`config.mk`:
```
export PLATFORM = sky130hd
export DESIGN_NAME = io_uart_tx_flat
export DESIGN_NICKNAME = d
export VERILOG_FILES = /design/src/rtl/io_uart_tx_if.sv /design/src/rtl/io_uart_tx.sv /design/src/flat_wrapper.sv
export SDC_FILE = /design/constraint.sdc
export NUM_CORES = 1
export LEC_CHECK = 0
export CORE_MARGIN = 2
export CORE_UTILIZATION = 45
export CTS_CLUSTER_DIAMETER = 150
export DETAILED_ROUTE_END_ITERATION = 8
export GPL_TIMING_DRIVEN = 0
export PLACE_DENSITY = 0.72
export SLEW_MARGIN = 20
export SYNTH_ARGS = -nofsm -noshare
export SYNTH_HDL_FRONTEND = slang
export SYNTH_SLANG_ARGS = --single-unit
```
`constraint.sdc`:
```
create_clock -name clk -period 7.7 [get_ports clk]
set_input_delay 1.54 -clock clk [delete_from_list [all_inputs] [get_ports clk]]
set_output_delay 1.54 -clock clk [all_outputs]
set_load 0.005 [all_outputs]
```
`src/rtl/io_uart_tx_if.sv`:
```
// Port-bus bundle between the CPU io port and the UART transmitter.
// The CPU drives addr/data/write; the transmitter returns registered data_out.
interface io_uart_tx_if;
    logic [15:0] addr;
    logic [15:0] data;
    logic        write;
    logic [15:0] data_out;

    modport master (
        output addr,
        output data,
        output write,
        input  data_out
    );

    modport slave (
        input  addr,
        input  data,
        input  write,
        output data_out
    );
endinterface

```
`src/rtl/io_uart_tx.sv`:
```
// Port-mapped UART transmitter: byte FIFO, status/divisor/frame registers, 8N1 line.
// Define IO_UART_TX_PARITY_EN to add an even-parity bit to every frame.
module io_uart_tx #(
    parameter logic [15:0] BASE_ADDR   = 16'h0000,
    parameter int          FIFO_DEPTH  = 8,
    parameter logic [15:0] DEFAULT_DIV = 16'd15
) (
    input  logic        clk,
    input  logic        rst_n,
    io_uart_tx_if.slave bus,
    output logic        tx
);

    localparam int AW = $clog2(FIFO_DEPTH);
    localparam logic [AW:0] PTR_ONE = (AW+1)'(1);
    localparam logic [AW:0] PTR_FULL = (AW+1)'(FIFO_DEPTH);

    typedef enum logic [2:0] {
        S_IDLE,
        S_START,
        S_DATA,
`ifdef IO_UART_TX_PARITY_EN
        S_PARITY,
`endif
        S_STOP
    } state_t;

    logic        r_wr_prev;
    logic [15:0] r_addr_prev;
    logic [15:0] r_data_prev;
    logic        r_ovf;
    logic [15:0] r_baud;
    logic [15:0] r_frames;
    logic [15:0] r_dout;

    logic [7:0]  r_mem [FIFO_DEPTH];
    logic [AW:0] r_wp;
    logic [AW:0] r_rp;

    state_t      r_state;
    logic        r_tx;
    logic [7:0]  r_shift;
    logic [2:0]  r_bitcnt;
    logic [15:0] r_timer;
    logic [15:0] r_div_lat;

    logic [15:0] w_off;
    logic        w_sel;
    logic        w_commit;
    logic        w_wr_tx;
    logic        w_wr_stat;
    logic        w_wr_div;
    logic        w_wr_frm;
    logic [AW:0] w_count;
    logic        w_empty;
    logic        w_full;
    logic        w_busy;
    logic        w_bit_end;
    logic        w_frame_end;
    logic        w_pop;
    logic        w_push;
    logic [7:0]  w_head;
    logic [15:0] w_rdata;

    assign w_off = bus.addr - BASE_ADDR;
    assign w_sel = (w_off[15:2] == 14'd0);

    // Write is a held level: only a fresh or changed access commits.
    assign w_commit = bus.write &&
                      (!r_wr_prev ||
                       (bus.addr != r_addr_prev) ||
                       (bus.data != r_data_prev));

    assign w_wr_tx   = w_commit && w_sel && (w_off[1:0] == 2'd0);
    assign w_wr_stat = w_commit && w_sel && (w_off[1:0] == 2'd1);
    assign w_wr_div  = w_commit && w_sel && (w_off[1:0] == 2'd2);
    assign w_wr_frm  = w_commit && w_sel && (w_off[1:0] == 2'd3);

    assign w_count = r_wp - r_rp;
    assign w_empty = (w_count == '0);
    assign w_full  = (w_count == PTR_FULL);
    assign w_busy  = (r_state != S_IDLE);
    assign w_head  = r_mem[r_rp[AW-1:0]];

    assign w_bit_end   = (r_timer == 16'd0);
    assign w_frame_end = (r_state == S_STOP) && w_bit_end;
    assign w_pop  = !w_empty && ((r_state == S_IDLE) || w_frame_end);
    // A pop on the same edge frees the slot a full-FIFO push needs.
    assign w_push = w_wr_tx && (!w_full || w_pop);

    always_comb begin
        w_rdata = 16'h0000;
        if (w_sel) begin
            unique case (w_off[1:0])
                2'd1:    w_rdata = {8'(w_count), 4'h0,
                                    r_ovf, w_busy, w_empty, w_full};
                2'd2:    w_rdata = r_baud;
                2'd3:    w_rdata = r_frames;
                default: w_rdata = 16'h0000;
            endcase
        end
    end

    always_ff @(posedge clk) begin
        if (w_push) begin
            r_mem[r_wp[AW-1:0]] <= bus.data[7:0];
        end
    end

    always_ff @(posedge clk or negedge rst_n) begin
        if (!rst_n) begin
            r_wr_prev   <= 1'b0;
            r_addr_prev <= 16'h0000;
            r_data_prev <= 16'h0000;
            r_wp        <= '0;
            r_ovf       <= 1'b0;
            r_baud      <= DEFAULT_DIV;
            r_dout      <= 16'h0000;
        end else begin
            r_wr_prev   <= bus.write;
            r_addr_prev <= bus.addr;
            r_data_prev <= bus.data;
            r_dout      <= w_rdata;
            if (w_push) begin
                r_wp <= r_wp + PTR_ONE;
            end
            if (w_wr_tx && !w_push) begin
                r_ovf <= 1'b1;
            end else if (w_wr_stat) begin
                r_ovf <= 1'b0;
            end
            if (w_wr_div) begin
                r_baud <= bus.data;
            end
        end
    end

    always_ff @(posedge clk or negedge rst_n) begin
        if (!rst_n) begin
            r_state   <= S_IDLE;
            r_tx      <= 1'b1;
            r_shift   <= 8'h00;
            r_bitcnt  <= 3'd0;
            r_timer   <= 16'd0;
            r_div_lat <= 16'd0;
            r_rp      <= '0;
            r_frames  <= 16'h0000;
        end else begin
            if (w_wr_frm) begin
                r_frames <= 16'h0000;
            end else if (w_frame_end) begin
                r_frames <= r_frames + 16'd1;
            end

            // Each frame latches its own divisor at the pop.
            if (w_pop) begin
                r_rp      <= r_rp + PTR_ONE;
                r_shift   <= w_head;
                r_timer   <= r_baud;
                r_div_lat <= r_baud;
                r_bitcnt  <= 3'd0;
                r_tx      <= 1'b0;
                r_state   <= S_START;
            end else begin
                unique case (r_state)
                    S_IDLE: begin
                        r_tx <= 1'b1;
                    end
                    S_START: begin
                        if (w_bit_end) begin
                            r_timer  <= r_div_lat;
                            r_bitcnt <= 3'd0;
                            r_tx     <= r_shift[0];
                            r_state  <= S_DATA;
                        end else begin
                            r_timer <= r_timer - 16'd1;
                        end
                    end
                    S_DATA: begin
                        if (w_bit_end) begin
                            r_timer <= r_div_lat;
                            if (r_bitcnt == 3'd7) begin
`ifdef IO_UART_TX_PARITY_EN
                                // Rotation preserves the XOR of the byte.
                                r_tx    <= ^r_shift;
                                r_state <= S_PARITY;
`else
                                r_tx    <= 1'b1;
                                r_state <= S_STOP;
`endif
                            end else begin
                                r_bitcnt <= r_bitcnt + 3'd1;
                                r_shift  <= {r_shift[0], r_shift[7:1]};
                                r_tx     <= r_shift[1];
                            end
                        end else begin
                            r_timer <= r_timer - 16'd1;
                        end
                    end
`ifdef IO_UART_TX_PARITY_EN
                    S_PARITY: begin
                        if (w_bit_end) begin
                            r_timer <= r_div_lat;
                            r_tx    <= 1'b1;
                            r_state <= S_STOP;
                        end else begin
                            r_timer <= r_timer - 16'd1;
                        end
                    end
`endif
                    S_STOP: begin
                        if (w_bit_end) begin
                            r_tx    <= 1'b1;
                            r_state <= S_IDLE;
                        end else begin
                            r_timer <= r_timer - 16'd1;
                        end
                    end
                    default: begin
                        r_tx    <= 1'b1;
                        r_state <= S_IDLE;
                    end
                endcase
            end
        end
    end

    assign bus.data_out = r_dout;
    assign tx           = r_tx;

endmodule

```
`src/flat_wrapper.sv`:
```
// flat-port wrapper written by rule: the top's interface ports become plain ports
module io_uart_tx_flat 
#(
    parameter logic [15:0] BASE_ADDR   = 16'h0000,
    parameter int          FIFO_DEPTH  = 8,
    parameter logic [15:0] DEFAULT_DIV = 16'd15
)
  (clk, rst_n, tx, bus_addr, bus_data, bus_write, bus_data_out);
  io_uart_tx_if bus_i ();
  input  logic clk;
  input  logic rst_n;
  output logic tx;
  input wire logic [$bits(bus_i.addr)-1:0] bus_addr;
  input wire logic [$bits(bus_i.data)-1:0] bus_data;
  input wire logic [$bits(bus_i.write)-1:0] bus_write;
  output wire logic [$bits(bus_i.data_out)-1:0] bus_data_out;
  assign bus_i.addr = bus_addr;
  assign bus_i.data = bus_data;
  assign bus_i.write = bus_write;
  assign bus_data_out = bus_i.data_out;
  io_uart_tx #(.BASE_ADDR(BASE_ADDR), .FIFO_DEPTH(FIFO_DEPTH), .DEFAULT_DIV(DEFAULT_DIV)) u_core (.clk(clk), .rst_n(rst_n), .bus(bus_i), .tx(tx));
endmodule
```
==> out/qor.yml <==
p_clk_frac: 0.264
setup_ws_ps: 3467
grt_pass1_wl_um: 32280
ys_seq_elements: 200
synthAdderAreaFrac: 0.02422
avgViaCountPerCell: 5.447
place.gp.congestion: 0.8578
power_density_nw_per_um2: 319.1
async_reset_ff_frac: 0.6800
synth.area.mux_share: 0.08036
r2r-start: "u_core.r_rp[2]"
seqPwrFrac: 0.392
drt-pass1-iter-count: 5
p_leak_nw: 4.346
final-seq-area_um2: 5331
dr.first_iter.drc_count: 424
pwr-share-comb: 0.344
grt.total_usage: 0.1946
cp_max_fo: 10
period_share: 0.5497
dp_hpwl_um: 14070
overflow: 0
p_sw_mw: 1.240
setup_violations: 0
crit_required_ps: 7760
syn_area_per_cell_um2: 12.06
synth_top_cell_area_share: 0.3605
core_area_um2: 19650
post-route-min-period_ps: 4233
fillCellCount: 1716
layout.nets: 883
r2r_end: "u_core.r_timer[5]"
vias: 6041
critPathKind: "input port to register"
cts_root_buf: "clkbuf_16"
yosys.area_share.xor_xnor: 0.05298
post_cts_buffers: 0
ys.flop_type: "dfrtp_1"
die_y_um: 146.1
syn_nets: 806
synth_area_leaders: "dfrtp_1 (36%), edfxtp_1 (21%), nand2_1 (4.4%)"
clock_path_buffers: 2
reg2reg_depth: 13
synth_warnings: 0
r2r_setup_slack_ps: 3560
finalHoldViolCount: 0
initial_core_util: 0.4626
p_int_mw: 2.162
ant_nets: 0
drive_gt1_frac: 0.1564
slew_headroom: 0.4195
portBuffers: 51
synth_top_family_by_area: "simple AND/OR/NAND/NOR gates"
drv_cap: 0
pre_cts_slack_ps: 3011
design.portCount: 52
synth_compound_area_frac: 0.07610
clock_sinks: 200
clkLatencyLatePin_ps: 440
grt_max_degree: 72
synthToLayoutAreaGrowth_pct: 17.26
cts_made_buffers: 17
diodes: 0
instances_no_fill: 1109
multi_input_area_um2: 3570
final.setup_skew_ps: 14.34
cts_resized: 0
syn_inst: 754
grt_pass1_vias: 5995
worstHoldPathCells: 2
cts_tree: "yes"
status: "complete, no violations"
die_area_um2: 21360
cp-start-kind: "input port"
die_x_um: 146.1
antenna_found_initial: 0
maxSlewViolCount: 0
wire_per_inst_um: 18.10
holdPathEnd: "u_core.r_div_lat[4]"
num_rows: 51
cts.clk_slew.worst_paths_ps: 70
yosysSeqAreaShare: 0.5863
ys_types: 72
holdCritPathClass: "register to register"
dp.cells: 1077
htreeDepth: 4
max_slew.worst_pin.slew_ps: 864.0
synth_top_area_cell: "dfrtp_1"
synth-edff-count: 64
drt-total-wl_um: 20070
clock.fmax_mhz: 236.3
arrival_ps: 4300
drc: 0
rsz0062_at_grt: "no"
ir_drop_mv: 0.1888
endpoint_kind: "register"
hold_path.startpoint: "u_core.r_div_lat[4]"
syn_area_um2: 9092
cts_hold_buf: 0
yosys.area_share.simple: 0.1537
switching_share: 0.3646
crit_start: "bus_addr[3]"
whs_ps: 475.6
## flip-flops by register name, summed over array words and instances, names as in the netlist, 2 cells and up
register             count
u_core.bus.data_out     16
u_core.r_addr_prev      16
u_core.r_baud           16
u_core.r_bitcnt          3
u_core.r_data_prev      16
u_core.r_div_lat        16
u_core.r_frames         16
u_core.r_mem            64
u_core.r_rp              4
u_core.r_shift           8
u_core.r_state           2
u_core.r_timer          16
u_core.r_wp              4
## power by group through the flow
stage	Clock [mW]	Combinational, mW	Sequential [mW]
global placement	0	1.14	1.35
global route	0.958	1.30	1.35
finish	0.898	1.17	1.33
CTS	0.912	1.17	1.33
detailed placement	0	1.17	1.35
floorplan	0	0.861	1.32
## logic make-up (layout without fill, tap and decap cells)
group,Yosys count,after routing
xor gates and xnor gates,55,55
buffers and inverters,56,146
adders and majority gates,17,17
DFF,200,200
and+or+nand+nor,270,270
muxes,50,50
AOI/OAI and AO/OA,106,106
## stage by stage
step	instance area (µm²)	TNS [ps]	power (mW)	utilization
6_report	10660	0	3.402	0.5425
5_1_grt	10660	0	3.605	0.5425
4_1_cts	10660	0	3.417	0.5425
3_5_place_dp	10060	0	2.520	0.5117
3_3_place_gp	9935	-53610	2.490	0.5055
2_1_floorplan	9092	0	2.186	-
## final cells by class
type / instances / area share
flip-flops and latches: 200 / 0.5001
multi-input cells: 498 / 0.3348
repair buffers: 58 / 0.05492
clock buffers: 17 / 0.03990
well taps: 265 / 0.03110
clock inverters: 15 / 0.01678
plain buffers: 35 / 0.01502
inverters: 21 / 0.007393
## worst max-delay path, cell delays in order
cell	delay, ps
clkdlybuf4s50_1	470
nor4_1	390
nand4_2	390
nor3b_1	540
nand3_4	270
nor3_2	690
## cells in the final DEF (no fill, tap or decap), types with 17 or more instances in the layout
cell type and count:
edfxtp_1 64, o21ai_0 29, nand2_1 106, dfrtp_1 131, nand3_1 18, nor2_1 60, a21oi_1 21, clkbuf_16 17
inv_1 20, xor2_1 23, mux2_2 20, clkdlybuf4s50_1 50, xnor2_1 32
## routing by layer
layer  routed length [µm]  share of wire  track usage  vias to the layer above
met1                 9297           0.46       0.2728                     2996
met2                 9659           0.48       0.3099                      157
li1                     -              -            -                     2866
met4                  272          0.014      0.05534                        0
met3                  843          0.042      0.04063                       22
met5                    0              0            0                        -
## synth_stat cells (4+ instances only)
| library cell | n |
|---|---|
| clkbuf_1 | 16 |
| a31oi_1 | 15 |
| buf_2 | 14 |
| xnor2_1 | 32 |
| nand2_1 | 106 |
| nand4_1 | 11 |
| edfxtp_1 | 64 |
| dfrtp_1 | 131 |
| a21oi_1 | 21 |
| mux2_2 | 20 |
| nor3_1 | 6 |
| mux2i_1 | 13 |
| ha_1 | 16 |
| dfstp_2 | 5 |
| mux4_2 | 16 |
| nor2_1 | 60 |
| a22oi_1 | 8 |
| nor4_1 | 17 |
| xor2_1 | 23 |
| o21ai_0 | 29 |
| and4_1 | 4 |
| and3_1 | 13 |
| nand3_1 | 18 |
| inv_1 | 20 |
## worst max-delay path by stage
stage | endpoint | cells past startpoint
6_report | u_core.r_mem[5][0] | 6
2_1_floorplan | u_core.r_mem[0][0] | 5
5_1_grt | u_core.r_mem[1][0] | 7
3_5_place_dp | u_core.r_mem[5][4] | 6
3_3_place_gp | u_core.r_addr_prev[7] | 1
4_1_cts | u_core.r_mem[5][0] | 6
No activity file was read; power rests on OpenSTA's default activity.
==> RTL change 1, RTL diff (same settings) <==
`FIFO_DEPTH` is set to 8 in 2 places; all go to 16.
--- a/src/rtl/io_uart_tx.sv
+++ b/src/rtl/io_uart_tx.sv
@@ -4,3 +4,3 @@
     parameter logic [15:0] BASE_ADDR   = 16'h0000,
-    parameter int          FIFO_DEPTH  = 8,
+    parameter int          FIFO_DEPTH  = 16,
     parameter logic [15:0] DEFAULT_DIV = 16'd15
--- a/src/flat_wrapper.sv
+++ b/src/flat_wrapper.sv
@@ -4,3 +4,3 @@
     parameter logic [15:0] BASE_ADDR   = 16'h0000,
-    parameter int          FIFO_DEPTH  = 8,
+    parameter int          FIFO_DEPTH  = 16,
     parameter logic [15:0] DEFAULT_DIV = 16'd15
Check against the original RTL: same outputs for any inputs over 4 cycles, from zero or initial values and one cycle with rst_n low; that may be too few to reach the edited logic, so the function may still have changed.
==> RTL change 1 against the unedited design <==
Worst hold slack gained 13 ps. Sequential cell count up 66. Final area up 27%. Combinational power increased by 3%. Final cell count is 12% higher. Routed wire length rose by 27%. Utilization down 0.35 points. Sequential share of layout area up 3.8 points. Synthesized area is 27% higher. Worst setup slack better by 46 ps. Power rose by 29%. Critical path type is now flip-flop to flip-flop. Largest cell class unchanged. Highest routed layer unchanged.
==> RTL change 1: results (changes against the unedited design) <==
placer's final routability congestion estimate=0.8585 (was 0.8578); Worst Max-Slew Pin Slew=938.7 ps (was 864.0 ps); sequential-cell power consumption=1.70 mW (was 1.33 mW); overall track demand over capacity in global routing=0.1957 (was 0.1946); drt initial violations=590 (was 424); number of H-tree branching levels=1 (was 4); maximum resistive drop on vdd=0.2532 mV (was 0.1888 mV); library cells used by synthesis=58 (was 72); met3 Resource Use GR=0.03106 (was 0.04063); worst hold start=u_core.r_bitcnt[1]$_DFFE_PN0P_ (was u_core.r_div_lat[4]$_DFFE_PN0P_); library cell contributing the largest single delay on the critical path=buf_1 (was nor3_2); run status=finished, final reports clean (unchanged); multiplexer share of the synthesized area=0.1247 (was 0.08036); met1 global-route usage=0.2882 (was 0.2728); Bufs on Longest Clock Path=3 (was 2); final setup skew=35.63 ps (was 14.34 ps); fraction of layout instances using a drive strength above 1=0.1610 (was 0.1564); placed inst area=12530 sq um (was 10060 sq um); Critical Path End=u_core.r_rp[2]$_DFFE_PN0P_ (was u_core.r_mem[5][0]$_DFFE_PP_); destination of the worst hold path=u_core.r_bitcnt[1]$_DFFE_PN0P_ (was u_core.r_div_lat[4]$_DFFE_PN0P_); Worst R2R Path Depth=11 (was 13); launch point of the worst reg-to-reg path=u_core.r_rp[1]$_DFFE_PN0P_ (was u_core.r_rp[2]$_DFFE_PN0P_); critical path's largest stage delay=520 ps (was 690 ps); pin count of the biggest net entering global routing=81 (was 72); WL final=25490 um (was 20070 um)
[RTL change 1: cell types whose count changed after synthesis, sizes merged, moves of 12 or more]
cell,before,now
edfxtp,64,128
nand2,107,51
mux4,16,40
nand3,20,4
nor4,22,8
and2,2,15
xnor2,32,45
mux2,21,33
[RTL change 1: area by class of cell]
type | count | area share
clock inverter | 12 | 0.01706
buffer | 34 | 0.01069
sequential | 266 | 0.5381
clock buffer | 40 | 0.05946
timing repair buffer | 53 | 0.04056
inverter | 27 | 0.007467
multi-input combinational | 481 | 0.2962
tap | 330 | 0.03042
[RTL change 1: stage by stage]
step                      std cells  setup slack [ps]  hold slack (ps)  setup TNS, ps  power [mW]
final                          1243              3513            488.3              0       4.389
after global placement         1189            -410.5            465.0         -53740       2.894
after floorplan                 808              4054            447.3              0       2.567
after detailed placement       1191              3045            479.7              0       2.926
after global routing           1243              3143            511.8              0       4.592
after CTS                      1243              3477            489.1              0       4.409
==> RTL change 2, RTL diff (same flow settings) <==
Without the edit above. Encoding of `state_t`: now one-hot (4 bits for 4 states).
--- a/src/rtl/io_uart_tx.sv
+++ b/src/rtl/io_uart_tx.sv
@@ -17,6 +17,6 @@
 
-    typedef enum logic [2:0] {
-        S_IDLE,
-        S_START,
-        S_DATA,
+    typedef enum logic [3:0] {
+        S_IDLE  = 4'b0001,
+        S_START = 4'b0010,
+        S_DATA  = 4'b0100,
 `ifdef IO_UART_TX_PARITY_EN
@@ -24,3 +24,3 @@
 `endif
-        S_STOP
+        S_STOP  = 4'b1000
     } state_t;
Behaviour: same outputs for any inputs over 4 cycles, from zero or initial values and one cycle with rst_n low; so few cycles prove little.
==> RTL change 2 against the unedited design <==
First-iteration DRC count increased by 16%. Worst setup slack worse by 400 ps. Critical path type unchanged. Synthesized area down 1.4%. Power decreased by 3.9%. Sequential cell count up 2. Routed wire length shrank 2.1%. Final area down 0.38%. Register-to-register slack got worse by 150 ps. Combinational power fell by 23%. Critical path depth rose by 2. Die area shrank 1.4%.
==> RTL change 2: results (changes against the unedited design) <==
run status=finished, final reports clean (unchanged); placer's final routability congestion estimate=0.8646 (was 0.8578); synthesized area per cell=12.38 sq um (was 12.06 sq um); reported leakage power=4.402 nW (was 4.346 nW); maximum resistive drop on vdd=0.2061 mV (was 0.1888 mV); worst reg2reg setup slack=3410 ps (was 3560 ps); met1 global-route usage=0.2742 (was 0.2728); final-layout fill cell count=1658 (was 1716); half-perimeter wire length after detailed placement=13570 um (was 14070 um); number of nets produced by synthesis=770 (was 806); highest fanout seen on the critical path=9 (was 10); worst rel slew slack=0.2702 (was 0.4195); met2 usage in global routing=0.3119 (was 0.3099); wire length of the first global-routing pass=32590 um (was 32280 um); Worst Setup Slack post-DPL=2635 ps (was 3011 ps); clock transition at the registers of the reported paths=60 ps; post-synthesis sequential area ratio=0.6007 (was 0.5863); fraction of layout instances using a drive strength above 1=0.1458 (was 0.1564); Met2 Wirelength=9337 um (was 9659 um); destination of the worst hold path=u_core.r_div_lat[8]$_DFFE_PN0P_ (was u_core.r_div_lat[4]$_DFFE_PN0P_); vias in the first global route=6022 (was 5995); Worst R2R Path Depth=11 (was 13); sum of met3 wire segment lengths after detailed routing=997 um (was 843 um); Synth top cells by count=132 x dfrtp_1, 99 x nand2_1, 64 x edfxtp_1 (was 131 x dfrtp_1, 106 x nand2_1, 64 x edfxtp_1); Inserted Clock Buffers=22 (was 17); placed inst area=9869 sq um (was 10060 sq um); pin count of the biggest net entering global routing=83 (was 72); wire length per cell=18.19 um (was 18.10 um); Worst Setup Slack, final=3071 ps (was 3467 ps); final setup skew=8.184 ps (was 14.34 ps); Total Nets Final=848 (was 883); Clock Latency Late Sink=500 ps (was 440 ps); Fin Hold WS=472.0 ps (was 475.6 ps); Reg-to-Reg End=u_core.r_mem[1][6]$_DFFE_PP_ (was u_core.r_timer[5]$_DFFE_PN0P_); number of H-tree branching levels=1 (was 4); worst hold start=u_core.r_div_lat[8]$_DFFE_PN0P_ (was u_core.r_div_lat[4]$_DFFE_PN0P_); drt initial violations=491 (was 424); placed cell count=1043 (was 1077); cell types with the largest area share after synthesis=dfrtp_1 37%, edfxtp_1 21%, nand2_1 4.1%, mux4_2 4.0%, xor2_1 3.4% (was dfrtp_1 36%, edfxtp_1 21%, nand2_1 4.4%, mux4_2 4.0%, xnor2_1 3.1%); met3 Resource Use GR=0.02862 (was 0.04063)
==> RTL change 2: worst max-delay path, stage by stage <==
cell and delay, ps:
clkdlybuf4s50_1 490, nor4_1 420, nand4_1 570, inv_1 210, nand2_1 170, nor3_2 470, nor4b_2 690, buf_4 270
==> RTL change 2: power breakdown <==
group	total (mW)	internal, mW	switching (mW)
clock	1.09	0.670	0.416
sequential	1.28	1.20	0.0819
combinational	0.906	0.378	0.527
total	3.27	2.25	1.02
==> RTL change 2: cells by family after synthesis <==
group	after synthesis	synth area share
compound gates	95	0.06912
simple gates	246	0.1373
flops	202	0.6007
xor+xnor	65	0.06353
buf+inv	50	0.02597
fa+ha+maj	11	0.01620
mux	55	0.08727
==> RTL change 2: final cells by class <==
cell class	count	share of cell area
tap	265	0.03122
inverter	18	0.006361
timing repair buffer	54	0.05230
buffer	32	0.01555
clock inverter	11	0.01237
multi-input combinational	472	0.3170
clock buffer	27	0.05843
sequential	202	0.5068
